### src/rtl/lsq_load_buffered.sv
// -----------------------------------------------------------------------------
// lsq_load_buffered
//
// Buffered load port between a dataflow circuit and the LSQ interface.
// A one-entry address register decouples the circuit from the interface, a
// counter caps in-flight loads at DEPTH, and a DEPTH-entry FIFO absorbs
// returned data. Because no more than DEPTH loads can be in flight, the FIFO
// always has room for returned data, so the memory side never sees
// back-pressure caused by a stalled consumer.
//
// Parameters
//   DATA_TYPE  load data width in bits
//   ADDR_TYPE  load address width in bits
//   DEPTH      max outstanding loads and data FIFO entries
//
// Ports
//   clk, rst                          clock, synchronous active-high reset
//   addrIn / _valid / _ready          address from the circuit
//   addrOut / _valid / _ready         address to the LSQ interface
//   dataFromMem / _valid / _ready     load data from the LSQ interface
//   dataOut / _valid / _ready         load data to the circuit
//   outstanding                       loads issued whose data has not left
//   idle                              nothing in flight, address register empty
// -----------------------------------------------------------------------------
module lsq_load_buffered #(
  parameter int DATA_TYPE = 32,
  parameter int ADDR_TYPE = 32,
  parameter int DEPTH     = 4
) (
  input  logic                         clk,
  input  logic                         rst,

  input  logic [ADDR_TYPE-1:0]         addrIn,
  input  logic                         addrIn_valid,
  output logic                         addrIn_ready,

  output logic [ADDR_TYPE-1:0]         addrOut,
  output logic                         addrOut_valid,
  input  logic                         addrOut_ready,

  input  logic [DATA_TYPE-1:0]         dataFromMem,
  input  logic                         dataFromMem_valid,
  output logic                         dataFromMem_ready,

  output logic [DATA_TYPE-1:0]         dataOut,
  output logic                         dataOut_valid,
  input  logic                         dataOut_ready,

  output logic [$clog2(DEPTH+1)-1:0]   outstanding,
  output logic                         idle
);

  localparam int CNT_W = $clog2(DEPTH + 1);
  localparam int PTR_W = (DEPTH > 1) ? $clog2(DEPTH) : 1;

  localparam logic [CNT_W-1:0] DEPTH_CNT = CNT_W'(DEPTH);
  localparam logic [CNT_W-1:0] CNT_ONE   = CNT_W'(1);
  localparam logic [PTR_W-1:0] PTR_LAST  = PTR_W'(DEPTH - 1);
  localparam logic [PTR_W-1:0] PTR_ONE   = PTR_W'(1);

  // Circular pointer advance; explicit wrap so non-power-of-two DEPTH works.
  function automatic logic [PTR_W-1:0] nextPtr(input logic [PTR_W-1:0] ptr);
    if (ptr == PTR_LAST) begin
      return '0;
    end
    return ptr + PTR_ONE;
  endfunction

  // Up/down counter step; both directions in one cycle cancel.
  function automatic logic [CNT_W-1:0] stepCount(input logic [CNT_W-1:0] cnt,
                                                 input logic             inc,
                                                 input logic             dec);
    logic [CNT_W-1:0] res;
    res = cnt;
    if (inc && !dec) begin
      res = cnt + CNT_ONE;
    end else if (dec && !inc) begin
      res = cnt - CNT_ONE;
    end
    return res;
  endfunction

  // Address register state (vld_p1 is the address-register full flag).
  logic [ADDR_TYPE-1:0] addrData_p1;
  logic                 vld_p1;

  // In-flight load counter.
  logic [CNT_W-1:0]     outCnt;

  // Data FIFO state.
  logic [DATA_TYPE-1:0] fifoMem [DEPTH];
  logic [PTR_W-1:0]     rdPtr;
  logic [PTR_W-1:0]     wrPtr;
  logic [CNT_W-1:0]     fifoCount;
  logic                 fifoFull;
  logic                 fifoEmpty;

  // Handshake strobes.
  logic addrInFire;
  logic addrOutFire;
  logic pushFire;
  logic popFire;

  // Next-state values.
  logic                 vldNext;
  logic [CNT_W-1:0]     outCntNext;
  logic [CNT_W-1:0]     fifoCountNext;
  logic [PTR_W-1:0]     rdPtrNext;
  logic [PTR_W-1:0]     wrPtrNext;

  assign fifoFull  = (fifoCount == DEPTH_CNT);
  assign fifoEmpty = (fifoCount == '0);

  // Issue is held back while DEPTH loads are already in flight; the valid
  // depends only on registered state, never on addrOut_ready.
  assign addrOut       = addrData_p1;
  assign addrOut_valid = vld_p1 && (outCnt < DEPTH_CNT);

  // Ready looks through to the downstream handshake so a full register can
  // be refilled in the same cycle it issues.
  assign addrIn_ready  = !vld_p1 || (addrOut_valid && addrOut_ready);

  // Registered-only ready: no combinational path from dataOut_ready.
  assign dataFromMem_ready = !fifoFull;
  assign dataOut           = fifoMem[rdPtr];
  assign dataOut_valid     = !fifoEmpty;

  assign outstanding = outCnt;
  assign idle        = (outCnt == '0) && !vld_p1;

  assign addrInFire  = addrIn_valid      && addrIn_ready;
  assign addrOutFire = addrOut_valid     && addrOut_ready;
  assign pushFire    = dataFromMem_valid && dataFromMem_ready;
  assign popFire     = dataOut_valid     && dataOut_ready;

  always_comb begin
    vldNext       = vld_p1;
    outCntNext    = stepCount(outCnt, addrOutFire, popFire);
    fifoCountNext = stepCount(fifoCount, pushFire, popFire);
    rdPtrNext     = rdPtr;
    wrPtrNext     = wrPtr;

    // A new address overrides the drain of the old one.
    if (addrInFire) begin
      vldNext = 1'b1;
    end else if (addrOutFire) begin
      vldNext = 1'b0;
    end

    if (pushFire) begin
      wrPtrNext = nextPtr(wrPtr);
    end
    if (popFire) begin
      rdPtrNext = nextPtr(rdPtr);
    end
  end

  // ---- stage p1: control state (reset) ----
  always_ff @(posedge clk) begin
    if (rst) begin
      vld_p1    <= 1'b0;
      outCnt    <= '0;
      fifoCount <= '0;
      rdPtr     <= '0;
      wrPtr     <= '0;
    end else begin
      vld_p1    <= vldNext;
      outCnt    <= outCntNext;
      fifoCount <= fifoCountNext;
      rdPtr     <= rdPtrNext;
      wrPtr     <= wrPtrNext;
    end
  end

  // ---- stage p1: datapath storage (no reset, contents don't-care) ----
  always_ff @(posedge clk) begin
    if (addrInFire) begin
      addrData_p1 <= addrIn;
    end
    if (pushFire) begin
      fifoMem[wrPtr] <= dataFromMem;
    end
  end

  // Data can only leave for a load that was issued, and the FIFO can never
  // overflow because its ready is taken from registered state.
  always_ff @(posedge clk) begin
    if (!rst) begin
      assert (!(popFire && (outCnt == '0)));
      assert (!(pushFire && fifoFull));
      assert (outCnt <= DEPTH_CNT);
    end
  end

endmodule

### config.mk
export PLATFORM = sky130hd
export DESIGN_NAME = lsq_load_buffered
export DESIGN_NICKNAME = d
export VERILOG_FILES = /design/src/rtl/lsq_load_buffered.sv
export SDC_FILE = /design/constraint.sdc
export NUM_CORES = 1
export LEC_CHECK = 0
export BUFFER_PORTS_ARGS = -buffer_cell sky130_fd_sc_hd__buf_2
export CORE_UTILIZATION = 57
export CTS_CLUSTER_SIZE = 25
export DETAILED_ROUTE_END_ITERATION = 6
export GPL_ROUTABILITY_DRIVEN = 0
export GPL_TIMING_DRIVEN = 1
export PLACE_DENSITY = 0.84
export SYNTH_ARGS = -nofsm -noshare
export SYNTH_HDL_FRONTEND = slang
export SYNTH_SLANG_ARGS = --single-unit
### constraint.sdc
create_clock -name clk -period 4.65 [get_ports clk]
set_input_delay 0 -clock clk [delete_from_list [all_inputs] [get_ports clk]]
set_output_delay 0 -clock clk [all_outputs]
set_load 0.05 [all_outputs]
* After elaboration in Yosys (flattened, before gate mapping) *
Memory sizes are Yosys's and may differ from the RTL's. A register that Yosys moved wholly into a read port is not among the register bits.
Index checks and enable logic that the tools add are counted.

cells by class
  eq/ne operators = 3
  multiplexer cells = 18
  $add $sub $neg = 6
  reductions and logical operators = 22
  $lt $le $gt $ge = 1

operators by type and width
  cell                   count
  $mux W2                6
  $mux W3                4
  $logic_and A1 B1 Y1    10
  $mux W1                8
  $add A3 B1 Y3 const B  2
  $logic_not A1 Y1       6
  $logic_not A3 Y1       2
  $reduce_bool A2 Y1     3
  $sub A3 B1 Y3 const B  2
  $add A2 B1 Y2 const B  2
  $eq A2 B2 Y1 const B   2
  $eq A3 B3 Y1 const B   1
  $lt A3 B3 Y1 const B   1
  $logic_or A1 B1 Y1     1

word-level totals
  logic and storage cells = 57
  output and inout port bits = 72
  RAM bits = 128
  input bits = 70
  register bits = 43
  memories kept = 1

memories
  name     depth  width  rd ports  clocked after memory_dff  wr ports  RTL line  RTL
  fifoMem  4      32     1         1                         1         91        logic [DATA_TYPE-1:0] fifoMem [DEPTH];

* Depth between registers and ports, before layout *
Gate-level depths: netlist of the first run.

  depth in word-level cells = 7
  depth in mapped cells = 9
  gate-level depth less buffers = 8

* Least setup slack after synthesis of the first run *
No wires, ideal clock.

  path type = reg2reg
  start = register outCnt[2] (netlist: outstanding[2])
  end = register addrData_p1[0] (netlist: addrOut[0]) (enable)
  setup slack = 1.542 ns
  cell stages (with the launch flop) = 3
  arrival time = 2.716 ns
  period minus slack after synthesis = 3.108 ns
  setup time = 0.392 ns
  path buffers = 0
  required time = 4.258 ns
  cell sequence = dfxtp_1 > o21ai_0 > and2_1

between the ends
  longest elaborated chain between the ends = 5

ends and longest elaborated chain
  item                      RTL line  RTL
  start: declaration        88        logic [CNT_W-1:0] outCnt;
  start signal: assignment  168       outCnt <= outCntNext;
  $lt A3 B3 Y1              117       assign addrOut_valid = vld_p1 && (outCnt < DEPTH_CNT);
  $logic_and A1 B1 Y1       117
  $logic_and A1 B1 Y1       121       assign addrIn_ready = !vld_p1 || (addrOut_valid && addrOut_ready);
  $logic_or A1 B1 Y1        121
  net addrIn_ready          35        output logic addrIn_ready,
  $logic_and A1 B1 Y1       131       assign addrInFire = addrIn_valid && addrIn_ready;
  net addrInFire            99        logic addrInFire;
  end signal: assignment    178       addrData_p1 <= addrIn;
  end: declaration          84        logic [ADDR_TYPE-1:0] addrData_p1;

The timed path passes the listed nets, and every way through them passes these cells.
A chain may end at the register's enable or synchronous reset.

* Final worst setup path of the first run *
  start = register fifoCount[0]
  end = register fifoCount[2]

between the ends
  longest elaborated chain between the ends = 6
  elaborated cells between the ends (all ways) = 15
  classes of those cells = add/sub: 2; eq/ne: 1; mux: 2; reduce/logical: 10

ends and longest elaborated chain
  item                                                   RTL line  RTL
  start: declaration                                     94        logic [CNT_W-1:0] fifoCount;
  start signal: assignment                               169       fifoCount <= fifoCountNext;
  branches (longest 6 deep; another with $sub A3 B1 Y3)  --

Parallel ways; which one is timed is not known. The select of a mux whose other input is x is not followed.

==> impl_metrics.yaml, run 1 <==
floorplanning:
  die_area_mm2: 0.0114
  num_rows: 37
  io_pins: 142
  core_mm2: 0.0105
  initial_core_util_pct: 59.7
  fp.dieH_um: 107
  die_w_um: 107
sta:
  finalCritPeriodShare_pct: 56.0
  hold_viol_final: 0
  period_needed_ns: 2.61
  slew_headroom_pct: 6.32
  worst_pin_slew_ns: 1.41
  rsz0062_at_grt: "false"
  timing.setup.tns_ns: 0
  timing.fmax_mhz: 384
  setup_viol: 0
  slew_violations: 0
  finalClockSkew_ns: 0.00897
pwr:
  cell_internal_pwr_uw: 3190
  vdd_drop_max_v: 0.000429
  power_frac_seq_pct: 42.2
  p_per_area_mw_per_mm2: 567
  switchingPower_uw: 1570
  clkPwrFrac_pct: 29.7
  switching_share_pct: 33.0
  leakage_uw: 0.00311
  combPwrFrac_pct: 28.1
drt:
  drtPass1Iterations: 4
  antenna_violating_nets_post_route: 0
  wire_per_inst_um: 20.8
  viasPerCell: 5.40
  via_count: 3455
  drc: 0
  wl_um: 13300
  drt-initial-drc-count: 157
job:
  drv_cap: 0
yosys:
  yosysTopAreaCellShare_pct: 76.9
  synth_edf_count: 160
  ys_seq_area_share_pct: 81.0
  synth_area_leader_cell: "edfxtp_1"
  synth-seq-cells: 173
  synth_cell_type_count: 29
  syn_nets: 349
  async_reset_ff_share_pct: 0
  synthTopCellsByArea: "edfxtp_1, mux4_2, dfxtp_1"
  synthFlopType: "edfxtp_1"
  syn-cell-area_mm2: 0.00625
  synthTopCellsByCount: "edfxtp_1, mux4_2, dfxtp_1"
  yosysWarnings: 0
  syn_avg_cell_area_um2: 23.2
  yosysMostFrequentCell: "edfxtp_1"
  syn-instance-count: 270
layout:
  antennaDiodeCount: 0
  drive_gt1_share_pct: 41.7
  fin_util_pct: 80.2
  syn2layout_area_growth_pct: 34.2
  n_fill_cell: 559
  nets: 571
min_path:
  min_path_type: "in -> reg"
clock_network:
  clock_path_buffers: 2
  cts_num_sinks: 173
  worstSkewPairLatency_ns: 0.52
  cts.reportedPaths.clkPinSlew_ns: 0.06
  cts.htree.levels: 4
  clockRootBuffer: "clkbuf_8"
  cts_tree: "done"
  cts-buffers-inserted: 17
place:
  io_buffers: 141
  dpl.hpwl_um: 6820
setup_path:
  crit_slowest_cell: "o31ai_1"
  worstSetupPathType: "reg -> reg"
  worstSetupEndpointType: "register"
  crit_path_start_kind: "register"
  cp_data_required_time_ns: 5.10
  cp_max_fo: 5
  max_stage_delay_ns: 0.68
  worst-endpoint-arrival_ns: 3.05
  path_delay_family: "compound AO/OA/AOI/OAI gates"
  crit_chain: "o31ai_1 -> ha_1 -> inv_1 -> fa_1 -> xor2_1 -> or3_2 -> a21oi_1"
  cp.buffers_inverters: 1
global_route:
  grt_pass1_vias: 3871
  grt_pass1_wl_um: 20600
  antenna_found_initial: 0
  grtUsageTotal_pct: 25.8
  grt_overflow: 0
  grt_max_degree: 33
status:
  outcome: "completed"
[through the flow]
| stage | hold slack (ns) | instance area [um^2] | cells | power [uW] | setup slack (ns) |
|---|---|---|---|---|---|
| floorplan | 0.0989 | 6250 | 270 | 3010 | 1.54 |
| global placement | 0.176 | 7100 | 539 | 3280 | 2.26 |
| detailed placement | 0.178 | 7100 | 539 | 3310 | 2.15 |
| CTS | 0.0561 | 8390 | 640 | 4780 | 2.10 |
| global route | 0.136 | 8390 | 640 | 4940 | 1.81 |
| finish | 0.124 | 8390 | 640 | 4760 | 2.04 |
[layer usage]
| layer | routed length, um | global-route usage [%] |
|---|---|---|
| met1 | 4970 | 29.9 |
| met2 | 7150 | 45.1 |
| met3 | 1010 | 8.21 |
| met4 | 193 | 9.30 |
| met5 | 0 | 0 |
[cell type report]
type	instances	area [um^2]	area share (%)
Multi-Input combinational cell	82	1120	13.4
Clock buffer	20	425	5.07
Clock inverter	11	169	2.01
Inverter	6	22.5	0.268
Sequential cell	173	5070	60.4
Timing Repair Buffer	212	1410	16.8
Tap cell	136	170	2.03
[tightest hold or removal path: stages]
cell	delay [ns]
buf_2	0.09
and2_1	0.13
ha_1	0.22
xor2_1	0.10
nor2_1	0.07
[final timing paths]
check	slack [ns]	from	cells after the start	endpoint
worst max-delay path	2.04	fifoCount[0]	7	fifoCount[2]
worst max register to register	2.04	fifoCount[0]	7	fifoCount[2]
worst min register to register	0.53	rdPtr[0]	2	rdPtr[0]
worst min-delay path	0.12	addrOut_ready	5	outstanding[0]
[repair_timing]
| item | in CTS | in global routing |
|---|---|---|
| hold buffers | 70 | 0 |
| resized for setup | 0 | 0 |
| setup buffers | 0 | 0 |
| endpoints found under the hold margin | 173 | 0 |
[kinds of logic after synthesis]
| kind of cell | after synthesis | share of synthesized area, % |
|---|---|---|
| mux | 36 | 12.2 |
| flops | 173 | 81.0 |
| buf+inv | 15 | 1.00 |
| xor+xnor | 4 | 0.560 |
| simple gates | 24 | 2.32 |
| fa+ha+maj | 9 | 2.04 |
| compound gates | 9 | 0.881 |
[state kept, by name, indices dropped and copies added (netlist names), named ones only]
signal and cells:
outstanding 3, rdPtr 2, wrPtr 2, fifoMem 128
addrOut 32, fifoCount 3, vld_p1 1
[cell usage in the layout, fill, tap and decap left out, types with 3 or more instances in the layout]
| master | instances |
|---|---|
| edfxtp_1 | 160 |
| buf_2 | 141 |
| dlygate4sd3_1 | 70 |
| mux4_2 | 32 |
| clkbuf_16 | 16 |
| dfxtp_1 | 11 |
| ha_1 | 7 |
| inv_1 | 6 |
| nor2_1 | 5 |
| and3_2 | 4 |
| mux2i_1 | 4 |
| xor2_1 | 4 |
| a21oi_1 | 4 |
| bufinv_16 | 4 |
| o21ai_0 | 3 |
| clkinv_4 | 3 |
| clkbuf_1 | 3 |
[power groups by stage]
stage | logic [uW] | registers, uW | clock network (uW)
after CTS | 1340 | 2010 | 1430
after global placement | 1260 | 2020 | 0
after detailed placement | 1270 | 2030 | 0
after global routing | 1410 | 2030 | 1490
after floorplan | 915 | 2090 | 0
final | 1340 | 2010 | 1410
Power figures use the tool's default switching activity.
==> run 2: changes to the inputs <==
--- a/config.mk
+++ b/config.mk
@@ -6,12 +6,12 @@
 export NUM_CORES = 1
 export LEC_CHECK = 0
 export BUFFER_PORTS_ARGS = -buffer_cell sky130_fd_sc_hd__buf_2
-export CORE_UTILIZATION = 57
+export CORE_UTILIZATION = 53
 export CTS_CLUSTER_SIZE = 25
 export DETAILED_ROUTE_END_ITERATION = 6
 export GPL_ROUTABILITY_DRIVEN = 0
 export GPL_TIMING_DRIVEN = 1
-export PLACE_DENSITY = 0.84
+export PLACE_DENSITY = 0.79
 export SYNTH_ARGS = -nofsm -noshare
 export SYNTH_HDL_FRONTEND = slang
 export SYNTH_SLANG_ARGS = --single-unit
==> constraint.sdc (replaced) <==
create_clock -name clk -period 2.7 [get_ports clk]
set_input_delay 0 -clock clk [delete_from_list [all_inputs] [get_ports clk]]
set_output_delay 0 -clock clk [all_outputs]
set_load 0.05 [all_outputs]
==> run 2 against run 1 <==
Sequential power is 72% higher. Clock power increased by 59%. Sequential share of layout area grew 0.14 points. Die area up 7.4%. Global-route usage fell by 3.6 points. Power rose by 68%. Combinational power rose by 72%. Fmax is 10% higher. Setup slack got worse by 1.7 ns. Register-to-register slack worse by 1.7 ns. Cell count is 1.4% higher. Utilization is 7.2 points lower.
==> impl_metrics.yaml, run 2 (synthesized netlist as in run 1, its figures left out) <==
status:
  outcome: "completed"
drt:
  viasPerCell: 5.27
  antenna_violating_nets_post_route: 0
  drt-initial-drc-count: 276
  drc: 0
  drtPass1Iterations: 5
  wire_per_inst_um: 19.1
  wl_um: 12400
  via_count: 3418
layout:
  largest_reg_flops: 128
  largest_register: "fifoMem"
  antennaDiodeCount: 0
  fin_util_pct: 73.0
  nets: 572
  syn2layout_area_growth_pct: 33.9
  layout_commonest_cell: "edfxtp_1"
  layout_common_cells: "edfxtp_1, buf_2, dlygate4sd3_1, mux4_2, clkbuf_16"
  drive_gt1_share_pct: 42.7
setup_path:
  worstSetupEndpointType: "register"
  crit_path_start_kind: "register"
  cp_data_required_time_ns: 3.06
  cp_max_fo: 7
  worstSetupPathType: "reg -> reg"
  worst-endpoint-arrival_ns: 2.71
clock_network:
  cts_resized: 0
  cts.reportedPaths.clkPinSlew_ns: 0.06
  cts-buffers-inserted: 17
  cts.htree.levels: 4
  clock_path_buffers: 2
  worstSkewPairLatency_ns: 0.43
  clockRootBuffer: "clkbuf_16"
  cts_tree: "done"
  post_cts_buffers: 0
  cts_num_sinks: 173
pwr:
  clkPwrFrac_pct: 28.0
  switching_share_pct: 33.8
  switchingPower_uw: 2700
  power_frac_seq_pct: 43.1
  leakage_uw: 0.00311
  p_per_area_mw_per_mm2: 954
  combPwrFrac_pct: 28.8
  vdd_drop_max_v: 0.000671
  cell_internal_pwr_uw: 5290
sta:
  timing.fmax_mhz: 424
  period_needed_ns: 2.36
  timing.setup.tns_ns: 0
  setup_ws_ns: 0.341
  finalCritPeriodShare_pct: 87.4
  setup_viol: 0
  slew_violations: 0
  worst_pin_slew_ns: 0.887
  hold_viol_final: 0
  rsz0062_at_grt: "false"
  slew_headroom_pct: 40.9
  finalClockSkew_ns: 0.00905
global_route:
  grt_overflow: 0
  grt_pass1_wl_um: 20100
  antenna_found_initial: 0
  grtUsageTotal_pct: 22.2
  grt_max_degree: 33
  grt_pass1_vias: 3850
place:
  dpl.hpwl_um: 6910
  io_buffers: 141
  pre_cts_slack_ns: 0.375
floorplanning:
  die_area_mm2: 0.0122
  io_pins: 142
  fp.dieH_um: 111
  initial_core_util_pct: 54.5
  core_mm2: 0.0115
  num_rows: 39
  die_w_um: 111
min_path:
  min_path_type: "in -> reg"
job:
  drv_cap: 0
run 2: cell types whose count changed in the layout (fill, tap and decap cells not counted), sizes merged:
| cell | before | now |
|---|---|---|
| inv | 6 | 9 |
| bufinv | 4 | 0 |
| clkbuf | 20 | 23 |
| clkinvlp | 2 | 1 |
| dlygate4sd3 | 70 | 69 |
| buf | 142 | 144 |
run 2: final timing paths:
path,start,endpoint,slack [ns],cells past startpoint
worst max-delay path,fifoCount[0],fifoCount[2],0.34,8
worst min-delay path,dataOut_ready,register,0.07,5
worst max register to register,fifoCount[0],fifoCount[2],0.34,8
worst min register to register,fifoCount[2],fifoCount[2],0.52,2
run 2: routing by layer:
metal / track usage, % / part of all wire, % / up-vias
li1: - / - / 1548
met1: 26.2 / 40 / 1699
met2: 37.3 / 51 / 154
met3: 7.24 / 7.4 / 17
met4: 9.42 / 1.5 / 0
met5: 0 / 0 / -
run 2: per-stage QoR:
step | std cells | cell area [um^2] | power (uW) | hold WS [ns]
after floorplan | 270 | 6250 | 5180 | 0.0989
after global placement | 548 | 7140 | 5680 | 0.176
after detailed placement | 548 | 7140 | 5740 | 0.178
after CTS | 649 | 8370 | 8030 | 0.0613
after global routing | 649 | 8370 | 8300 | 0.114
final | 649 | 8370 | 7990 | 0.0694
run 2: timing repair:
item | in CTS | in global routing
hold buffers | 69 | 0
hold endpoints to repair | 173 | 0
endpoints found under the setup margin | 0 | 0
run 2: critical path, cell delays in order, from the launching register on:
cell	delay, ns
dfxtp_1	0.43
or3b_1	0.26
and2_4	0.21
ha_1	0.19
inv_1	0.06
fa_1	0.39
xor2_1	0.18
or3_2	0.42
a21oi_1	0.14
run 2: cell type report:
cell class,instances,area [um^2]
Sequential cell,173,5070
Fill cell,668,3090
Timing Repair Buffer,213,1430
Multi-Input combinational cell,82,1130
Clock buffer,23,489
Tap cell,143,179
Clock inverter,9,57.6
Inverter,6,22.5
run 2: power groups by stage:
stage | logic (uW) | clock network (uW) | registers [uW]
floorplan | 1580 | 0 | 3610
global placement | 2190 | 0 | 3480
detailed placement | 2230 | 0 | 3510
CTS | 2320 | 2260 | 3450
global route | 2440 | 2380 | 3490
finish | 2300 | 2240 | 3450
==> run 3: changes to the inputs <==
--- a/config.mk
+++ b/config.mk
@@ -6,12 +6,15 @@
 export NUM_CORES = 1
 export LEC_CHECK = 0
 export BUFFER_PORTS_ARGS = -buffer_cell sky130_fd_sc_hd__buf_2
-export CORE_UTILIZATION = 53
+export CORE_ASPECT_RATIO = 1.5
+export CORE_UTILIZATION = 56
+export CTS_BUF_LIST = sky130_fd_sc_hd__clkbuf_8
+export CTS_CLUSTER_DIAMETER = 200
 export CTS_CLUSTER_SIZE = 25
 export DETAILED_ROUTE_END_ITERATION = 6
 export GPL_ROUTABILITY_DRIVEN = 0
 export GPL_TIMING_DRIVEN = 1
-export PLACE_DENSITY = 0.79
+export PLACE_DENSITY = 0.82
 export SYNTH_ARGS = -nofsm -noshare
 export SYNTH_HDL_FRONTEND = slang
 export SYNTH_SLANG_ARGS = --single-unit
==> run 3 against run 2 <==
Non-clock buffer count unchanged. Via count increased by 2.1%. Die area decreased by 5.2%. Setup slack better by 0.093 ns. Worst hold slack got worse by 0.060 ns. Clock power is 21% lower. Critical path depth did not move. Combinational power about the same. Fmax grew 4.1%. Largest power group unchanged. Global-route usage increased by 2.3 points. Cell count is 0.15% higher. Final area decreased by 1.9%. Critical path type unchanged. Largest cell class unchanged.
==> impl_metrics.yaml, run 3 (synthesized netlist as in run 1, its figures left out) <==
drt:
  antenna_violating_nets_post_route: 0
  drtPass1Iterations: 4
  drt-initial-drc-count: 247
  via_count: 3489
  wire_per_inst_um: 19.6
  drc: 0
  wl_um: 12700
  viasPerCell: 5.37
clock_network:
  cts.reportedPaths.clkPinSlew_ns: 0.10
  cts_num_sinks: 173
  cts.htree.levels: 4
  worstSkewPairLatency_ns: 0.45
  cts_hold_buf: 69
  clockRootBuffer: "clkbuf_8"
  clock_path_buffers: 2
  cts_tree: "done"
  cts_resized: 0
  post_cts_buffers: 0
  cts-buffers-inserted: 17
pwr:
  cell_internal_pwr_uw: 4770
  power_frac_seq_pct: 45.9
  leakage_uw: 0.00304
  p_per_area_mw_per_mm2: 915
  combPwrFrac_pct: 30.7
  switchingPower_uw: 2740
  clkPwrFrac_pct: 23.4
  vdd_drop_max_v: 0.000767
  switching_share_pct: 36.5
sta:
  worst_pin_slew_ns: 0.856
  slew_violations: 0
  setup_ws_ns: 0.434
  rsz0062_at_grt: "false"
  finalClockSkew_ns: 0.00617
  timing.setup.tns_ns: 0
  setup_viol: 0
  hold_viol_final: 0
  timing.fmax_mhz: 441
  period_needed_ns: 2.27
  finalCritPeriodShare_pct: 83.9
  slew_headroom_pct: 42.9
global_route:
  grt_max_degree: 33
  grtUsageTotal_pct: 24.4
  antenna_found_initial: 0
  grt_pass1_wl_um: 20200
  grt_pass1_vias: 3898
  grt_overflow: 0
job:
  drv_cap: 0
setup_path:
  worst-endpoint-arrival_ns: 2.65
  worstSetupPathType: "reg -> reg"
  max_stage_delay_ns: 0.44
  r2r_end: "fifoCount[2]"
  crit_slowest_cell: "dfxtp_1"
  cp_max_fo: 7
  cp_data_required_time_ns: 3.09
  worst_r2r_path_depth: 8
  reg2reg_slack_ns: 0.43
  reg2reg_from: "fifoCount[0]"
  crit_chain: "or3b_1 -> and2_4 -> ha_1 -> inv_1 -> fa_1 -> xor2_1 -> or3_2 -> a21oi_1"
  crit_path_start_kind: "register"
  worstSetupEndpointType: "register"
floorplanning:
  fp.dieH_um: 131
  io_pins: 142
  die_w_um: 88.3
  core_mm2: 0.0107
  initial_core_util_pct: 58.4
  die_area_mm2: 0.0116
  num_rows: 46
layout:
  largest_reg_flops: 128
  drive_gt1_share_pct: 43.1
  nets: 572
  syn2layout_area_growth_pct: 31.4
  fin_util_pct: 76.7
  layout_common_cells: "edfxtp_1, buf_2, dlygate4sd3_1, mux4_2, clkbuf_8"
  largest_register: "fifoMem"
  antennaDiodeCount: 0
  seq_area_mm2: 0.00507
  n_fill_cell: 613
  multi_input_area_mm2: 0.00113
  layout_commonest_cell: "edfxtp_1"
place:
  io_buffers: 141
  dpl.hpwl_um: 7160
  pre_cts_slack_ns: 0.446
min_path:
  min_path_type: "in -> reg"
  worstHoldStart: "dataOut_ready"
  holdPathStages: 5
status:
  outcome: "completed"
==> run 3: worst max-delay path by stage <==
stage	start	to	cells after the start
after floorplan	outstanding[2]	addrOut[0]	2
final	fifoCount[0]	fifoCount[2]	8
after global routing	fifoCount[0]	fifoCount[2]	8
after CTS	fifoCount[0]	fifoCount[2]	8
after detailed placement	fifoCount[0]	fifoCount[2]	8
after global placement	fifoCount[0]	fifoCount[2]	8
==> run 3: layout make-up <==
cell class / instances / area share (%)
sequential: 173 / 61.7
timing repair buffer: 213 / 17.4
multi-input combinational: 82 / 13.7
clock buffer: 17 / 2.85
tap: 144 / 2.19
clock inverter: 15 / 1.84
inverter: 6 / 0.274
==> run 3: stage by stage <==
step | total power, uW | hold WS (ns) | area (um^2) | std cells
floorplan | 5180 | 0.0989 | 6250 | 270
global placement | 5670 | 0.176 | 7140 | 549
detailed placement | 5740 | 0.178 | 7140 | 549
CTS | 7530 | 0.00484 | 8210 | 650
global route | 7820 | 0.0428 | 8210 | 650
finish | 7520 | 0.00973 | 8210 | 650
==> run 3: worst max-delay path, delay by kind of cell, from the launching register on <==
kind	cells	cell delay (ns)
xor+xnor	1	0.16
fa+ha+maj	2	0.55
flops	1	0.44
compound gates	1	0.15
simple gates	3	0.86
buf+inv	1	0.06
==> run 3: power by group through the flow <==
stage          registers [uW]  logic [uW]  clock network, uW
2_1_floorplan            3610        1580                  0
3_3_place_gp             3480        2190                  0
3_5_place_dp             3510        2230                  0
4_1_cts                  3450        2320               1770
5_1_grt                  3490        2430               1900
6_report                 3450        2310               1760
==> run 3: metal layers <==
metal	track usage (%)	wire length [um]
met2	42.2	7130
met4	7.71	211
met3	8.35	787
met1	28.1	4610
met5	0	0
